--- src/rtl/prog_ctr_gen.sv ---
// Fetch-stage program counter with relative/absolute branching, a call/return
// link stack and a halt/resume state machine.
// Optional feature macro: PC_LINK_STACK_EN (builds the link stack; undefined
// means Call/Ret are ignored and the stack status outputs are held constant).
module prog_ctr_gen #(
  parameter int unsigned PC_W        = 8,
  parameter int unsigned STACK_DEPTH = 4,
  parameter int unsigned RESET_VEC   = 0
) (
  input  logic            clk_i,
  input  logic            reset_i,
  input  logic            stall_i,
  input  logic            halt_i,
  input  logic            resume_i,
  input  logic            branch_rel_i,
  input  logic            branch_abs_i,
  input  logic            zero_i,
  input  logic            call_i,
  input  logic            ret_i,
  input  logic [PC_W-1:0] target_i,
  output logic [PC_W-1:0] pc_o,
  output logic            halted_o,
  output logic            stack_full_o,
  output logic            stack_empty_o,
  output logic            stack_err_o
);

  typedef enum logic [0:0] {StRun, StHalted} state_e;

  state_e          state_q, state_d;
  logic [PC_W-1:0] pc_q, pc_d;
  logic [PC_W-1:0] pc_inc;

  // Target has the PC width, so a modulo-2^PC_W add is the sign-extended offset.
  assign pc_inc = pc_q + PC_W'(1);

`ifdef PC_LINK_STACK_EN
  localparam int unsigned SpW = $clog2(STACK_DEPTH + 1);

  // Shift-register stack: entry 0 is always the top of stack.
  logic [PC_W-1:0] stack_q [STACK_DEPTH];
  logic [PC_W-1:0] stack_d [STACK_DEPTH];
  logic [SpW-1:0]  sp_q, sp_d;
  logic            full_q, empty_q, err_q, err_d;
  logic            push, pop;

  // Next PC, state and stack action, highest-priority request first.
  always_comb begin
    pc_d    = pc_q;
    state_d = state_q;
    push    = 1'b0;
    pop     = 1'b0;
    err_d   = err_q;
    unique case (state_q)
      StRun: begin
        if (halt_i) begin
          state_d = StHalted;
        end else if (stall_i) begin
          pc_d = pc_q;
        end else if (ret_i) begin
          if (!empty_q) begin
            pop  = 1'b1;
            pc_d = stack_q[0];
          end else begin
            pc_d  = pc_inc;
            err_d = 1'b1;
          end
        end else if (call_i) begin
          if (!full_q) begin
            push = 1'b1;
            pc_d = target_i;
          end else begin
            pc_d  = pc_inc;
            err_d = 1'b1;
          end
        end else if (branch_abs_i && zero_i) begin
          pc_d = target_i;
        end else if (branch_rel_i && zero_i) begin
          pc_d = pc_q + target_i;
        end else begin
          pc_d = pc_inc;
        end
      end
      StHalted: begin
        if (resume_i && !halt_i) state_d = StRun;
      end
      default: state_d = StRun;
    endcase
  end

  // Stack contents and pointer follow the push/pop decision.
  always_comb begin
    stack_d = stack_q;
    sp_d    = sp_q;
    if (push) begin
      stack_d[0] = pc_inc;
      for (int i = 1; i < STACK_DEPTH; i++) stack_d[i] = stack_q[i-1];
      sp_d = sp_q + SpW'(1);
    end else if (pop) begin
      for (int i = 0; i < STACK_DEPTH - 1; i++) stack_d[i] = stack_q[i+1];
      stack_d[STACK_DEPTH-1] = '0;
      sp_d = sp_q - SpW'(1);
    end
  end

  // Stack state registers; flags are registered from the next pointer.
  always_ff @(posedge clk_i) begin
    if (reset_i) begin
      for (int i = 0; i < STACK_DEPTH; i++) stack_q[i] <= '0;
      sp_q    <= '0;
      full_q  <= 1'b0;
      empty_q <= 1'b1;
      err_q   <= 1'b0;
    end else begin
      stack_q <= stack_d;
      sp_q    <= sp_d;
      full_q  <= (sp_d == SpW'(STACK_DEPTH));
      empty_q <= (sp_d == '0);
      err_q   <= err_d;
    end
  end

  assign stack_full_o  = full_q;
  assign stack_empty_o = empty_q;
  assign stack_err_o   = err_q;
`else
  logic unused_stack_req;
  assign unused_stack_req = call_i ^ ret_i;

  // Next PC and state; Call/Ret fall through to the branch/increment cases.
  always_comb begin
    pc_d    = pc_q;
    state_d = state_q;
    unique case (state_q)
      StRun: begin
        if (halt_i) begin
          state_d = StHalted;
        end else if (stall_i) begin
          pc_d = pc_q;
        end else if (branch_abs_i && zero_i) begin
          pc_d = target_i;
        end else if (branch_rel_i && zero_i) begin
          pc_d = pc_q + target_i;
        end else begin
          pc_d = pc_inc;
        end
      end
      StHalted: begin
        if (resume_i && !halt_i) state_d = StRun;
      end
      default: state_d = StRun;
    endcase
  end

  assign stack_full_o  = 1'b0;
  assign stack_empty_o = 1'b1;
  assign stack_err_o   = 1'b0;
`endif

  // PC and run/halt state registers.
  always_ff @(posedge clk_i) begin
    if (reset_i) begin
      pc_q    <= PC_W'(RESET_VEC);
      state_q <= StRun;
    end else begin
      pc_q    <= pc_d;
      state_q <= state_d;
    end
  end

  assign pc_o     = pc_q;
  assign halted_o = (state_q == StHalted);

endmodule

--- config.mk ---
export PLATFORM = sky130hd
export DESIGN_NAME = prog_ctr_gen
export DESIGN_NICKNAME = d
export VERILOG_FILES = /design/src/rtl/prog_ctr_gen.sv
export SDC_FILE = /design/constraint.sdc
export NUM_CORES = 1
export LEC_CHECK = 0
export CORE_MARGIN = 2
export CORE_UTILIZATION = 45
export CTS_BUF_LIST = sky130_fd_sc_hd__clkbuf_4
export CTS_CLUSTER_SIZE = 30
export DETAILED_ROUTE_END_ITERATION = 12
export PLACE_DENSITY = 0.82
export SKIP_LAST_GASP = 1
export SLEW_MARGIN = 10
export SYNTH_ARGS = -nofsm -noshare
export SYNTH_HDL_FRONTEND = slang
export SYNTH_SLANG_ARGS = --single-unit
--- constraint.sdc ---
create_clock -name clk_i -period 2.4 [get_ports clk_i]
set_input_delay 0.48 -clock clk_i [delete_from_list [all_inputs] [get_ports clk_i]]
set_output_delay 0.48 -clock clk_i [all_outputs]
set_load 0.1 [all_outputs]
# --- After elaboration in Yosys (flattened, before gate mapping) ---
# Cells that the tools add are included.
op_classes:
  add_sub_neg: 2
  n_bitwise: 3
  n_reduce_logical: 5
  mux: 5
op_table:
  columns: ["cell", "n"]
  rows:
  - ["two-way mux 8 bit", 2]
  - ["adder 8 x 1 -> 8 bit, second input constant", 1]
  - ["adder 8 bit", 1]
  - ["logical AND 1 bit", 3]
  - ["inverter 1 bit", 3]
  - ["AND reduction 3 bit", 1]
  - ["two-way mux 1 bit", 2]
  - ["case mux 1 bit (2 select lines)", 1]
  - ["zero test 1 bit", 1]
word_totals:
  wordCells: 17
  out_inout_bits: 12
  reg_bits: 9

# --- Logic depth before layout (Yosys ltp) ---
logic_depth:
  ltp_word: 4
  ltp_mapped: 10
  ltp_nobuf: 9

# --- Least setup slack after synthesis ---
# Ideal clock, no wire load.
synth_timing:
  kind: "register to register"
  start: "reg pc_q[0], in the netlist pc_o[0]"
  end: "reg pc_q[4], in the netlist pc_o[4]"
  t_arrival_ns: 2.364
  n_path_buf: 0
  slack_ns: -0.055
  setup_time_ns: 0.091
  stages_incl_launch_ff: 9
  path_cell_list: "dfxtp_1 ha_1 inv_1 fa_1 nor2b_1 o21a_1 or3_1 nand3_1 a311oi_1"
synth_between:
  elab_chain_len: 3
synth_lines:
  columns: ["item", "line_no", "source"]
  rows:
  - ["from (decl)", "31", "logic [PC_W-1:0] pc_q, pc_d;"]
  - ["from (signal assigned)", "163", "pc_q <= PC_W'(RESET_VEC);"]
  - ["from (signal assigned)", "166", "pc_q <= pc_d;"]
  - ["adder 8 x 1 -> 8 bit or adder 8 bit (tied branches)", "35, 143", null]
  - ["two-way mux 8 bit *", "142", "end else if (branch_rel_i && zero_i) begin"]
  - ["two-way mux 8 bit *", "140", "end else if (branch_abs_i && zero_i) begin"]
# Mark *: on every way between the ends. The rest lies on a longest branch, timed or not.
# A chain may end at the register's enable or synchronous reset.

# --- Worst setup path in the final report ---
layout_timing:
  start: "in target_i[0]"
  end: "reg pc_q[4], in the netlist pc_o[4]"
layout_between:
  elab_chain_len: 3
layout_lines:
  columns: ["item", "line_no", "source"]
  rows:
  - ["from (decl)", "20", "input logic [PC_W-1:0] target_i,"]
  - ["adder 8 bit", "143", "pc_d = pc_q + target_i;"]
  - ["two-way mux 8 bit", "142", null]
  - ["two-way mux 8 bit", "140", null]
# Every way passes these cells.

==> metrics.md <==
| Metric | Value |
|---|---|
| Status | finished, final reports clean |
| Synth top area share | 22.7% |
| Final net count | 168 |
| Worst hold slack | 517 ps |
| Diode count | 0 |
| CTS clock-pin slew for the worst setup and hold paths | 70 ps |
| Commonest cells post-synth | 9 x dfxtp_1, 9 x nor2_1, 7 x a211oi_1, 7 x ha_1, 7 x nand2_1 |
| Skew final | 5.66 ps |
| Distinct cell type count after synthesis | 33 |
| DR vias/cell | 6.01 |
| Routed wire length | 2390 µm |
| Post-Syn Area | 792 µm² |
| DPL Wire Length | 1750 µm |
| Setup slack after layout | 97.1 ps |
| Via count | 950 |
| Fill cells | 141 |
| FF/Latch Area | 183 µm² |
| Peak VDD IR | 0.258 mV |
| CTS tree | yes |
| Seq/Total Area, Yosys | 22.7% |
| Placed Instance Area | 0.00112 mm² |
| Cells after Synth | 103 |
| Placement row count | 15 |
| Htree depth | 1 |
| Syn-to-layout area delta | 46.4% |
| Initial antenna violation count | 0 |
| Synth Flop Type | dfxtp_1 |
| Area of the die | 0.00211 mm² |
| CP top delay family | adder cells |
| Tot Pwr | 0.000550 W |
| Pin count of the biggest net entering global routing | 14 |
| Crit path arrival time | 2490 ps |
| # setup viols final | 0 |
| CORE AREA | 0.00169 mm² |
| Final Max Tran Viols | 0 |
| Final hold violations | 0 |
| Initial core utilization | 46.9% |
| Clock Power Share | 25.0% |
| Leading area contributor after synthesis | dfxtp_1 |
| Vias in the first global route | 956 |
| All-Layer GR Usage | 25.8% |
| Buffers & Inverters on Critical Path | 2 |
| Fmax | 434 MHz |
| Kind of critical path | input pin to flop |
| Final period utilization | 96.0% |
| Switching Power | 0.000228 W |
| Post-route ant nets | 0 |
| DR WL/cell | 15.1 µm |
| Switching Fraction | 41.5% |
| Cell Pwr Density | 474 mW/mm² |
| Number of max-cap violations | 0 |
| TritonRoute pass-1 iters | 4 |
| Grt ovf | 0 |
| Leak | 0.550 nW |
| Pre-CTS setup slack | -287 ps |
| Slowest cell delay on critical path | 480 ps |
| # DRC | 0 |
| Slowest CP cell | clkdlybuf4s50_1 |
| RePlAce Congestion | 0.917 |
| Yosys warning count | 0 |
| Avg Cell Area, Syn | 7.69 µm² |
| Crit-path cells | clkdlybuf4s50_1 > nand3b_1 > ha_2 > inv_1 > fa_1 > nor2b_1 > o21a_1 > or3_1 > nand3_1 > a311oi_1 |
| CTS Sinks | 9 |
| Worst Setup End Kind | flop |
| PortBufs | 24 |
| Tmin final | 2300 ps |
| CTS Buf Count | 3 |
| Area contributors post-synth | dfxtp_1 23%, ha_1 11%, a211oi_1 6.6% |
| Int Power | 0.000322 W |
| Nature of the critical path startpoint | input pin |
| Crit path max fanout | 3 |
| Clk_lat worst skew | 270 ps |
| Root Buffer | clkbuf_4 |
| Number of enable flip-flop cells after synthesis | 0 |
| Num ports | 30 |
| Worst path required time | 2590 ps |
| Post-Layout Inst Area | 0.00116 mm² |
| Ys async rst share | 0% |
| #FFs+latches synth | 9 |
| Clock tree buffer depth | 2 |
| First-pass GRT wire length | 3780 µm |
| Min-delay worst type | flop to flop |
| Share of cells above drive strength 1 | 24.8% |
| Iter 0 DRT Violations | 15 |
| Die W | 46.0 µm |
| Flop pwr share | 30.5% |
| Comb pwr share | 44.5% |
| Multi-input gate area | 561 µm² |
| Die height | 46.0 µm |
tightest hold or removal path: stages (launching register included):
cell	delay, ps
dfxtp_1	330
nor2_1	100
nor3_1	50
logic make-up after synthesis:
| family | synth area share, % |
|---|---|
| other | 0.948 |
| AND/OR/NAND/NOR | 25.3 |
| flip-flops | 22.7 |
| adder cells (fa/ha/maj) | 13.6 |
| AO/OA/AOI/OAI | 26.2 |
| buffers and inverters | 7.90 |
| XOR/XNOR | 3.32 |
sequential cells by signal, indices dropped and copies added, names as in the netlist:
name	cells
pc_o	8
halted_o	1
cell usage in the layout, fill, tap and decap left out, types with 2 or more instances in the layout:
master	Yosys	final
o21a_1	3	3
clkbuf_4	0	4
ha_1	7	6
clkdlybuf4s50_1	0	13
o211ai_1	3	3
buf_4	3	26
xnor2_1	2	2
a311oi_1	3	3
nand2_1	7	7
or4_1	2	2
o21ai_0	4	4
dfxtp_2	0	2
or3_1	2	2
dfxtp_1	9	7
nor2_1	9	9
conb_1	2	3
and3_1	6	6
a211oi_1	7	6
a21oi_1	3	3
nor3_1	5	5
a41oi_1	2	2
inv_1	5	5
nand3_1	3	3
area by class of cell:
class | count | share of cell area [%]
Inverter | 5 | 1.62
Sequential cell | 9 | 15.7
Timing Repair Buffer | 41 | 29.9
Multi-Input combinational cell | 82 | 48.3
Tap cell | 17 | 1.83
Clock buffer | 4 | 2.59
worst paths after layout:
path / startpoint / endpoint / slack [ps] / cells past startpoint
max: target_i[0] / pc_o[4] / 100 / 10
min reg2reg: pc_o[3] / pc_o[3] / 520 / 2
min: pc_o[3] / pc_o[3] / 520 / 2
max reg2reg: pc_o[0] / pc_o[4] / 550 / 8
power by group through the flow:
stage | clock network (W) | registers, W | logic, W
final | 0.000138 | 0.000167 | 0.000245
after global routing | 0.000148 | 0.000169 | 0.000261
after CTS | 0.000140 | 0.000167 | 0.000242
after detailed placement | 0 | 0.000171 | 0.000240
after global placement | 0 | 0.000170 | 0.000235
after floorplan | 0 | 0.000238 | 0.0000959
metal layers:
metal | track usage [%] | vias to the layer above | part of all wire [%]
li1 | - | 457 | -
met1 | 26.8 | 433 | 40
met2 | 44.4 | 43 | 49
met3 | 4.37 | 17 | 5.6
met4 | 21.1 | 0 | 5.1
met5 | 0 | - | 0
per-stage QoR:
step / utilization, % / cells / setup TNS (ps)
detailed placement: 66.4 / 154 / -920
finish: 68.7 / 158 / 0
floorplan: - / 104 / 0
global route: 68.7 / 158 / -5.19
global placement: 66.4 / 154 / -892
CTS: 68.1 / 158 / 0
what timing repair did:
action                                  CTS  global route
cloned                                    0             0
gates resized for setup                   1             3
pin swaps                                 0             1
setup buffers                             0             0
hold buffers                              0             0
endpoints found under the setup margin    1             4
Note: power is estimated with default switching activity, not from simulation.
